===== src/rtl/fetch_pkg.sv =====
// Shared types and constants for the instruction fetch unit.
package fetch_pkg;

   localparam int unsigned DEF_ADDR_W = 8;
   localparam int unsigned DEF_DATA_W = 8;

   localparam logic [DEF_DATA_W-1:0] NOP_OPCODE = 8'h00;

   typedef enum logic [1:0] {
      IDLE   = 2'd0,
      FETCH  = 2'd1,
      HELD   = 2'd2,
      HALTED = 2'd3
   } fetch_state_e;

endpackage : fetch_pkg


===== src/rtl/instr_fetch_unit_if.sv =====
// Controller <-> fetch unit bus: fetch/jump/halt control, boot-load port and fetch results.
interface instr_fetch_unit_if #(
   parameter int unsigned ADDR_W = 8,
   parameter int unsigned DATA_W = 8
);

   logic              fetch_req;
   logic              jump;
   logic [ADDR_W-1:0] branch_target;
   logic              halt;
   logic              prog_we;
   logic [ADDR_W-1:0] prog_addr;
   logic [DATA_W-1:0] prog_data;
   logic [DATA_W-1:0] instruction;
   logic              instr_valid;
   logic [ADDR_W-1:0] pc;
   logic              busy;
   logic              prog_err;

   modport master (
      output fetch_req, jump, branch_target, halt, prog_we, prog_addr, prog_data,
      input  instruction, instr_valid, pc, busy, prog_err
   );

   modport slave (
      input  fetch_req, jump, branch_target, halt, prog_we, prog_addr, prog_data,
      output instruction, instr_valid, pc, busy, prog_err
   );

endinterface : instr_fetch_unit_if


===== src/rtl/instr_fetch_unit_prog_mem.sv =====
// Program memory: one synchronous write port, one synchronous read port, contents not reset.
module prog_mem #(
   parameter int unsigned ADDR_W = 8,
   parameter int unsigned DATA_W = 8,
   parameter int unsigned DEPTH  = 256
) (
   input  logic              clk_i,
   input  logic              we_i,
   input  logic [ADDR_W-1:0] waddr_i,
   input  logic [DATA_W-1:0] wdata_i,
   input  logic              re_i,
   input  logic [ADDR_W-1:0] raddr_i,
   output logic [DATA_W-1:0] rdata_o
);

   logic [DATA_W-1:0] mem_q [DEPTH];
   logic [DATA_W-1:0] rdata_q;

   // Storage array write port
   always_ff @(posedge clk_i) begin
      if (we_i) begin
         mem_q[waddr_i] <= wdata_i;
      end else begin
         mem_q[waddr_i] <= mem_q[waddr_i];
      end
   end

   // Registered read port
   always_ff @(posedge clk_i) begin
      if (re_i) begin
         rdata_q <= mem_q[raddr_i];
      end else begin
         rdata_q <= rdata_q;
      end
   end

   assign rdata_o = rdata_q;

endmodule : prog_mem


===== src/rtl/instr_fetch_unit.sv =====
// Instruction fetch unit: program counter, fetch FSM and instruction output register
// in front of an on-chip program memory with a boot-load write port.
module instr_fetch_unit
   import fetch_pkg::*;
#(
   parameter int unsigned ADDR_W = DEF_ADDR_W,
   parameter int unsigned DATA_W = DEF_DATA_W,
   parameter int unsigned DEPTH  = 256
) (
   input  logic               clk_i,
   input  logic               reset_ni,
   instr_fetch_unit_if.slave  bus_io
);

   fetch_state_e      state_q;
   logic [ADDR_W-1:0] pc_q;
   logic [ADDR_W-1:0] addr_q;
   logic [DATA_W-1:0] instr_q;
   logic              valid_q;
   logic              busy_q;
   logic              err_q;

   logic              fetch_accept_s;
   logic [ADDR_W-1:0] fetch_addr_s;
   logic              wr_accept_s;
   logic              wr_reject_s;
   logic [DATA_W-1:0] mem_rdata_s;

   // Fetch acceptance and program-write arbitration for the current cycle
   always_comb begin
      fetch_accept_s = 1'b0;
      fetch_addr_s   = pc_q;
      wr_accept_s    = 1'b0;
      wr_reject_s    = 1'b0;

      if (bus_io.jump) begin
         fetch_addr_s = bus_io.branch_target;
      end else begin
         fetch_addr_s = pc_q;
      end

      if (!bus_io.halt && bus_io.fetch_req && (state_q == IDLE || state_q == HELD)) begin
         fetch_accept_s = 1'b1;
      end else begin
         fetch_accept_s = 1'b0;
      end

      // Writes are only safe while no read can be in flight or starting.
      if (bus_io.prog_we) begin
         if ((state_q == IDLE || state_q == HALTED) && !fetch_accept_s) begin
            wr_accept_s = 1'b1;
         end else begin
            wr_reject_s = 1'b1;
         end
      end else begin
         wr_accept_s = 1'b0;
         wr_reject_s = 1'b0;
      end
   end

   // The read is launched at the accepting edge so its data is ready at the FETCH edge.
   prog_mem #(
      .ADDR_W (ADDR_W),
      .DATA_W (DATA_W),
      .DEPTH  (DEPTH)
   ) u_prog_mem (
      .clk_i   (clk_i),
      .we_i    (wr_accept_s),
      .waddr_i (bus_io.prog_addr),
      .wdata_i (bus_io.prog_data),
      .re_i    (fetch_accept_s),
      .raddr_i (fetch_addr_s),
      .rdata_o (mem_rdata_s)
   );

   // Fetch FSM with PC and registered outputs
   always_ff @(posedge clk_i or negedge reset_ni) begin
      if (!reset_ni) begin
         state_q <= IDLE;
         pc_q    <= {ADDR_W{1'b0}};
         addr_q  <= {ADDR_W{1'b0}};
         instr_q <= NOP_OPCODE;
         valid_q <= 1'b0;
         busy_q  <= 1'b0;
         err_q   <= 1'b0;
      end else begin
         err_q <= wr_reject_s;
         if (bus_io.halt) begin
            state_q <= HALTED;
            valid_q <= 1'b0;
            busy_q  <= 1'b0;
         end else begin
            case (state_q)
               IDLE, HELD: begin
                  if (bus_io.fetch_req) begin
                     addr_q  <= fetch_addr_s;
                     valid_q <= 1'b0;
                     busy_q  <= 1'b1;
                     state_q <= FETCH;
                  end else if (bus_io.jump) begin
                     pc_q <= bus_io.branch_target;
                  end else begin
                     state_q <= state_q;
                  end
               end
               FETCH: begin
                  instr_q <= mem_rdata_s;
                  valid_q <= 1'b1;
                  busy_q  <= 1'b0;
                  pc_q    <= addr_q + {{(ADDR_W-1){1'b0}}, 1'b1};
                  state_q <= HELD;
               end
               HALTED: begin
                  state_q <= IDLE;
               end
               default: begin
                  state_q <= IDLE;
                  valid_q <= 1'b0;
                  busy_q  <= 1'b0;
               end
            endcase
         end
      end
   end

   assign bus_io.instruction = instr_q;
   assign bus_io.instr_valid = valid_q;
   assign bus_io.pc          = pc_q;
   assign bus_io.busy        = busy_q;
   assign bus_io.prog_err    = err_q;

endmodule : instr_fetch_unit


===== src/flat_wrapper.sv =====
// flat-port wrapper written by rule: the top's interface ports become plain ports
module instr_fetch_unit_flat import fetch_pkg::*;
#(
   parameter int unsigned ADDR_W = DEF_ADDR_W,
   parameter int unsigned DATA_W = DEF_DATA_W,
   parameter int unsigned DEPTH  = 256
)
  (clk_i, reset_ni, bus_io_fetch_req, bus_io_jump, bus_io_branch_target, bus_io_halt, bus_io_prog_we, bus_io_prog_addr, bus_io_prog_data, bus_io_instruction, bus_io_instr_valid, bus_io_pc, bus_io_busy, bus_io_prog_err);
  instr_fetch_unit_if #(.ADDR_W(ADDR_W), .DATA_W(DATA_W)) bus_io_i ();
  input  logic clk_i;
  input  logic reset_ni;
  input wire logic [$bits(bus_io_i.fetch_req)-1:0] bus_io_fetch_req;
  input wire logic [$bits(bus_io_i.jump)-1:0] bus_io_jump;
  input wire logic [$bits(bus_io_i.branch_target)-1:0] bus_io_branch_target;
  input wire logic [$bits(bus_io_i.halt)-1:0] bus_io_halt;
  input wire logic [$bits(bus_io_i.prog_we)-1:0] bus_io_prog_we;
  input wire logic [$bits(bus_io_i.prog_addr)-1:0] bus_io_prog_addr;
  input wire logic [$bits(bus_io_i.prog_data)-1:0] bus_io_prog_data;
  output wire logic [$bits(bus_io_i.instruction)-1:0] bus_io_instruction;
  output wire logic [$bits(bus_io_i.instr_valid)-1:0] bus_io_instr_valid;
  output wire logic [$bits(bus_io_i.pc)-1:0] bus_io_pc;
  output wire logic [$bits(bus_io_i.busy)-1:0] bus_io_busy;
  output wire logic [$bits(bus_io_i.prog_err)-1:0] bus_io_prog_err;
  assign bus_io_i.fetch_req = bus_io_fetch_req;
  assign bus_io_i.jump = bus_io_jump;
  assign bus_io_i.branch_target = bus_io_branch_target;
  assign bus_io_i.halt = bus_io_halt;
  assign bus_io_i.prog_we = bus_io_prog_we;
  assign bus_io_i.prog_addr = bus_io_prog_addr;
  assign bus_io_i.prog_data = bus_io_prog_data;
  assign bus_io_instruction = bus_io_i.instruction;
  assign bus_io_instr_valid = bus_io_i.instr_valid;
  assign bus_io_pc = bus_io_i.pc;
  assign bus_io_busy = bus_io_i.busy;
  assign bus_io_prog_err = bus_io_i.prog_err;
  instr_fetch_unit #(.ADDR_W(ADDR_W), .DATA_W(DATA_W), .DEPTH(DEPTH)) u_core (.clk_i(clk_i), .reset_ni(reset_ni), .bus_io(bus_io_i));
endmodule

===== config.mk =====
export PLATFORM = sky130hd
export DESIGN_NAME = instr_fetch_unit_flat
export DESIGN_NICKNAME = d
export VERILOG_FILES = /design/src/rtl/fetch_pkg.sv /design/src/rtl/instr_fetch_unit_if.sv /design/src/rtl/instr_fetch_unit_prog_mem.sv /design/src/rtl/instr_fetch_unit.sv /design/src/flat_wrapper.sv
export SDC_FILE = /design/constraint.sdc
export NUM_CORES = 2
export LEC_CHECK = 0
export CAP_MARGIN = 20
export CORE_MARGIN = 4
export CORE_UTILIZATION = 50
export CTS_CLUSTER_DIAMETER = 40
export CTS_CLUSTER_SIZE = 14
export DETAILED_ROUTE_END_ITERATION = 16
export PLACE_DENSITY = 0.75
export SYNTH_ARGS = -nofsm -noshare
export SYNTH_HDL_FRONTEND = slang
export SYNTH_SLANG_ARGS = --single-unit

===== constraint.sdc =====
create_clock -name clk_i -period 7.7 [get_ports clk_i]
set_input_delay 2.31 -clock clk_i [delete_from_list [all_inputs] [get_ports clk_i]]
set_output_delay 2.31 -clock clk_i [all_outputs]
set_load 0.1 [all_outputs]

* Yosys cells after proc, flatten, opt, wreduce, memory -nomap -nowiden
Memories as Yosys holds them, arrays and structs flattened. A register that Yosys moved wholly into a read port is not among the register bits.
Cells that the tools add are included.
** Storage, ports and cells
- Flip-flop bits (word level) :: 29
- RAM bits :: 2048
- Logic and storage cells :: 54
- Memories kept :: 1
** Operators by class
- Add/subtract/negate cells :: 1
- Eq/ne operators :: 6
- Muxes and demuxes :: 21
- Bitwise gates (word level) :: 2
- Reduce and logical (&&, ||, !) cells :: 16
** Memory list
- u_core.u_prog_mem.mem_q :: depth 256, bits a word 8, read ports 1, clocked after Yosys merged registers in 1, wr ports 1, line instr_fetch_unit_prog_mem.sv:16 : logic [DATA_W-1:0] mem_q [DEPTH];
** Operator list (number)
- $mux 8 :: 3
- $pmux 8 s2 :: 1
- $mux 1 :: 12
- $add 8x1->8 const B :: 1
- $pmux 2 s3 :: 1
- $reduce_and 2->1 :: 3
- $reduce_and 3->1 :: 2
- $eq 2x2->1 const B :: 2
- $mux 2 :: 2
- $pmux 1 s2 :: 2
- $logic_and 1x1->1 :: 3
- $ne 3x3->1 const B :: 1
- $reduce_bool 3->1 :: 1
- $eq 2x1->1 const B :: 1
- $logic_not 1->1 :: 2
- $logic_not 2->1 :: 1
- $logic_or 1x1->1 :: 2
- $ne 2x2->1 const B :: 1
- $reduce_bool 2->1 :: 1
- $reduce_or 2->1 :: 1
- $ne 0x0->1 :: 1
- $not 1->1 :: 1
- $or 1x1->1 :: 1

* Depth between registers and ports, before layout
- Depth in word-level cells :: 11
- Depth in mapped cells :: 14
- Gate-level depth less buffers :: 9

* By module
From an unflattened synthesis, not the netlist that was laid out.
** Unflattened totals
- Cell total of the unflattened synthesis :: 3876
- Area, all modules :: 81106.5 sq um
** Modules (own cells, without submodules)
- prog_mem :: instances 1, cells an instance 3733, area an instance 79636.4 sq um, seq. area each 61739.2 sq um
- instr_fetch_unit :: instances 1, cells an instance 143, area an instance 1470.2 sq um, seq. area each 725.7 sq um

* Worst setup path before layout
OpenSTA, ideal clock, no wires.
- Path type :: in2reg
- From :: in bus_io_jump
- To :: reg u_core.u_prog_mem.rdata_q[6] (netlist: u_core.u_prog_mem.rdata_o[6]), read port of u_core.u_prog_mem.mem_q, data pin
- Library setup time :: 0.269 ns
- Arrival time :: 4.402 ns
- Data required time :: 7.431 ns
- Slack :: 3.029 ns
- Stages on the path :: 9
- Buffers on the path :: 3
- Cell sequence :: mux2_4 > buf_6 > buf_6 > buf_2 > mux4_2 > a2111oi_0 > nor3_1 > o31ai_1 > mux2i_1
** Between the ends
- Cells in the longest elaborated chain, start to end :: 1
** Ends and longest elaborated chain
- start: declaration :: line flat_wrapper.sv:13 : input wire logic [$bits(bus_io_i.jump)-1:0] bus_io_jump;
- $mux 8 :: line instr_fetch_unit.sv:36 : if (bus_io.jump) begin
- end: declaration :: line instr_fetch_unit_prog_mem.sv:17 : logic [DATA_W-1:0] rdata_q;
Every way passes these cells.
A chain may end at the register's enable or synchronous reset.

* Worst setup path after layout
- From :: in bus_io_branch_target[0]
- To :: reg u_core.u_prog_mem.rdata_q[3] (netlist: u_core.u_prog_mem.rdata_o[3]), read port of u_core.u_prog_mem.mem_q, data pin
** Between the ends
- Cells in the longest elaborated chain, start to end :: 1
** Ends and longest elaborated chain
- start: declaration :: line flat_wrapper.sv:14 : input wire logic [$bits(bus_io_i.branch_target)-1:0] bus_io_branch_target;
- $mux 8 :: line instr_fetch_unit.sv:36
Every way passes these cells.

==> metrics <==
area of the multi-input gates=between 15000 and 20000 um2; Clock Path Buffers=3; Post-Synth Simple-Gate Area=6.95%; Setup TNS Final=0 ps; Final Skew=41.3 ps; Final nets=a little over 5000; clock sinks=about 2100; worst vdd ir=286 uV; post-CTS setup buffers=0; Synth Flop Type=edfxtp_1; CTS Hold Bufs=0; Detailed Place HPWL=129000 um; # IOs=49; syn_nets=5119; relative slew slack=18.7%; initial antenna violation count=13; number of max-cap violations=0; Cell Rows=approximately 150; CTS root buffer=clkbuf_16; Tot GR Track Use=25.1%; Synth Area per Inst=16.2 um2; # setup viols final=0; TritonCTS Buffers=195; FF+latch area=62500 um2; Die Wd=between 400 and 500 um; WL final=221000 um; Die H=414 um; DR WL/cell=29.7 um; fin crit share=78.8%; Worst EP required=8290 ps; Layout area overhead=11.4%; drt via density=6.51; reg2reg setup slack=2900 ps; Syn Inst Count=5084; first-pass GRT wire length=between 300000 and 400000 um; synth cell count leaders=edfxtp_1, nand2_1, mux2i_1, nor2_1, nand3_1; Setup crit end kind=flip-flop; RSZ-0062 raised after global routing=false; number of global-route vias before repair=46665; CTS tree=built; Hold WC Path Type=flip-flop to flip-flop; Hold Violations, Final=0; PostCTS Resize Cnt=0; pins over their slew limit=0; cell area after layout=92000 um2; sequential cell area fraction in the yosys report=75.6%; pin count of the biggest net entering global routing=201; detailed-route via count=between 40000 and 50000; share of layout cells above drive strength 1=a little under an eighth; clk_lat worst skew=850 ps; CTS H-tree lvls=4; Crit path arrival time=6660 ps; cell taking the most area after synthesis=edfxtp_1; Highest Clock Rate=about 160 MHz; post-layout min period=between 6000 and 7000 ps; synth warn=0; crit path kind=input port to flip-flop; Core ar.=164000 um2; XOR/XNOR Fraction of Synth Area=less than 1%; number of synthesized flops with an enable pin=2056; gr ovfl total=0; Power per Cell Area=about 310 nW/um2; largest family of logic cells by synthesized area=multiplexers; run status=complete, no violations; Synth cell types=69; PortBufs=48; ranking of synthesized cells by area=edfxtp_1, mux2i_1, mux4_2, nand2_1, o221ai_1; leakage=29.7 nW; DIE AREA=172000 um2; Post-Synth Adder-Cell Area=less than 1%; drt pass-1 iters=8; Placer Congestion=0.873; Compound-Gate Fraction of Synth Area=around 5.7%; antenna-violating nets left=0; Initial DRC Count=8243; clock-pin transition on the worst setup and hold timing paths=roughly 60 ps; most frequent cell after synthesis=edfxtp_1; CP Launch Type=input port; Synth Cell Area=slightly above 80000 um2; Initial Util=about 50%; Layout fillers=11996; FFs w/ async S/R, synth=1.39%; Cell Area, Placed=85600 um2; actual slew at the worst max-slew pin=1220 ps; share of the synthesized area in the top cell type=around 75%; mux cell area share after synthesis=9.32%; CP Max Fanout=64; DRC viols=0; Synth Register Bits=2085
power breakdown:
part	internal (W)	total [W]	switching (W)
sequential	0.0126	0.0127	0.0000967
combinational	0.00192	0.00609	0.00418
clock	0.00543	0.00963	0.00420
total	0.0199	0.0284	0.00848
state kept, by name, indices dropped and copies added (netlist names):
name and cells:
u_core.addr_q 8, u_core.u_prog_mem.mem_q 2048, u_core.state_q 2, u_core.u_prog_mem.rdata_o 8, u_core.bus_io.prog_err 1, u_core.bus_io.instr_valid 1
u_core.bus_io.instruction 8, u_core.bus_io.busy 1, u_core.bus_io.pc 8
final timing paths:
path	endpoint	from	depth (start not counted)
max in group asynchronous	u_core.bus_io.instruction[1]	reset_ni	2
hold / removal	u_core.bus_io.instruction[4]	u_core.bus_io.instruction[4]	1
min in group asynchronous	u_core.addr_q[7]	reset_ni	2
setup / recovery	u_core.u_prog_mem.rdata_o[3]	bus_io_branch_target[0]	10
setup reg to reg	u_core.u_prog_mem.mem_q[44][1]	u_core.state_q[0]	9
hold reg to reg	u_core.bus_io.instruction[4]	u_core.bus_io.instruction[4]	1
through the flow:
stage	std cells	util, %	hold WS, ps	worst slack [ps]	total power (W)
final	7451	56.3	510	1630	0.0284
after global routing	7450	56.3	546	1540	0.0291
after CTS	7441	56.2	514	1730	0.0283
after detailed placement	7119	52.4	501	873	0.0188
after global placement	7118	52.4	490	810	0.0187
after floorplan	5084	-	454	3030	0.0166
worst max-delay path: stages:
cell and delay, ps:
clkdlybuf4s50_1 540, mux2_8 670, buf_12 320, buf_4 250, mux4_2 520, a2111oi_0 400, a21oi_1 160, nor4_1 920
nor3_1 200, a31o_1 240
layout make-up:
cell class	count	share of cell area, %
Antenna cell	6	0.0163
Clock buffer	224	5.59
Tap cell	2175	2.96
Sequential cell	2085	67.9
Timing Repair Buffer	198	2.21
Inverter	6	0.0245
Clock inverter	98	1.23
Multi-Input combinational cell	2659	20.1
kinds of logic (layout without fill, tap and decap cells):
family	after synthesis	count (layout)
xor gates and xnor gates	5	5
buffers and inverters	340	526
DFF	2085	2085
AOI/OAI and AO/OA	695	695
adders and majority gates	5	5
other	0	6
muxes	583	583
and+or+nand+nor	1371	1371
per-layer routing:
layer | track usage, % | routed length, um | part of all wire (%) | vias up
met5 | 0 | 56 | 0.025 | -
met4 | 13.1 | 12300 | 5.6 | 8
met3 | 5.85 | 27600 | 12 | 601
met2 | 38.0 | 102000 | 46 | 3699
met1 | 34.2 | 79700 | 36 | 24187
li1 | - | - | - | 20007
cells in the final DEF, fill, tap and decap left out, types with 58 or more instances in the layout:
cell       synthesis  layout
o21ai_0           76      76
nand3_1          261     255
a21oi_1          197     197
nor2_1           296     291
nand2_1          682     682
edfxtp_1        2056    2056
clkbuf_16          0     201
mux2i_1          422     420
nor3_1            58      58
buf_4             58     117
mux4_2           146     146
a31oi_1           80      80
o22ai_1           73      72
o221ai_1         151     151
Note: power is estimated with default switching activity, not from simulation.
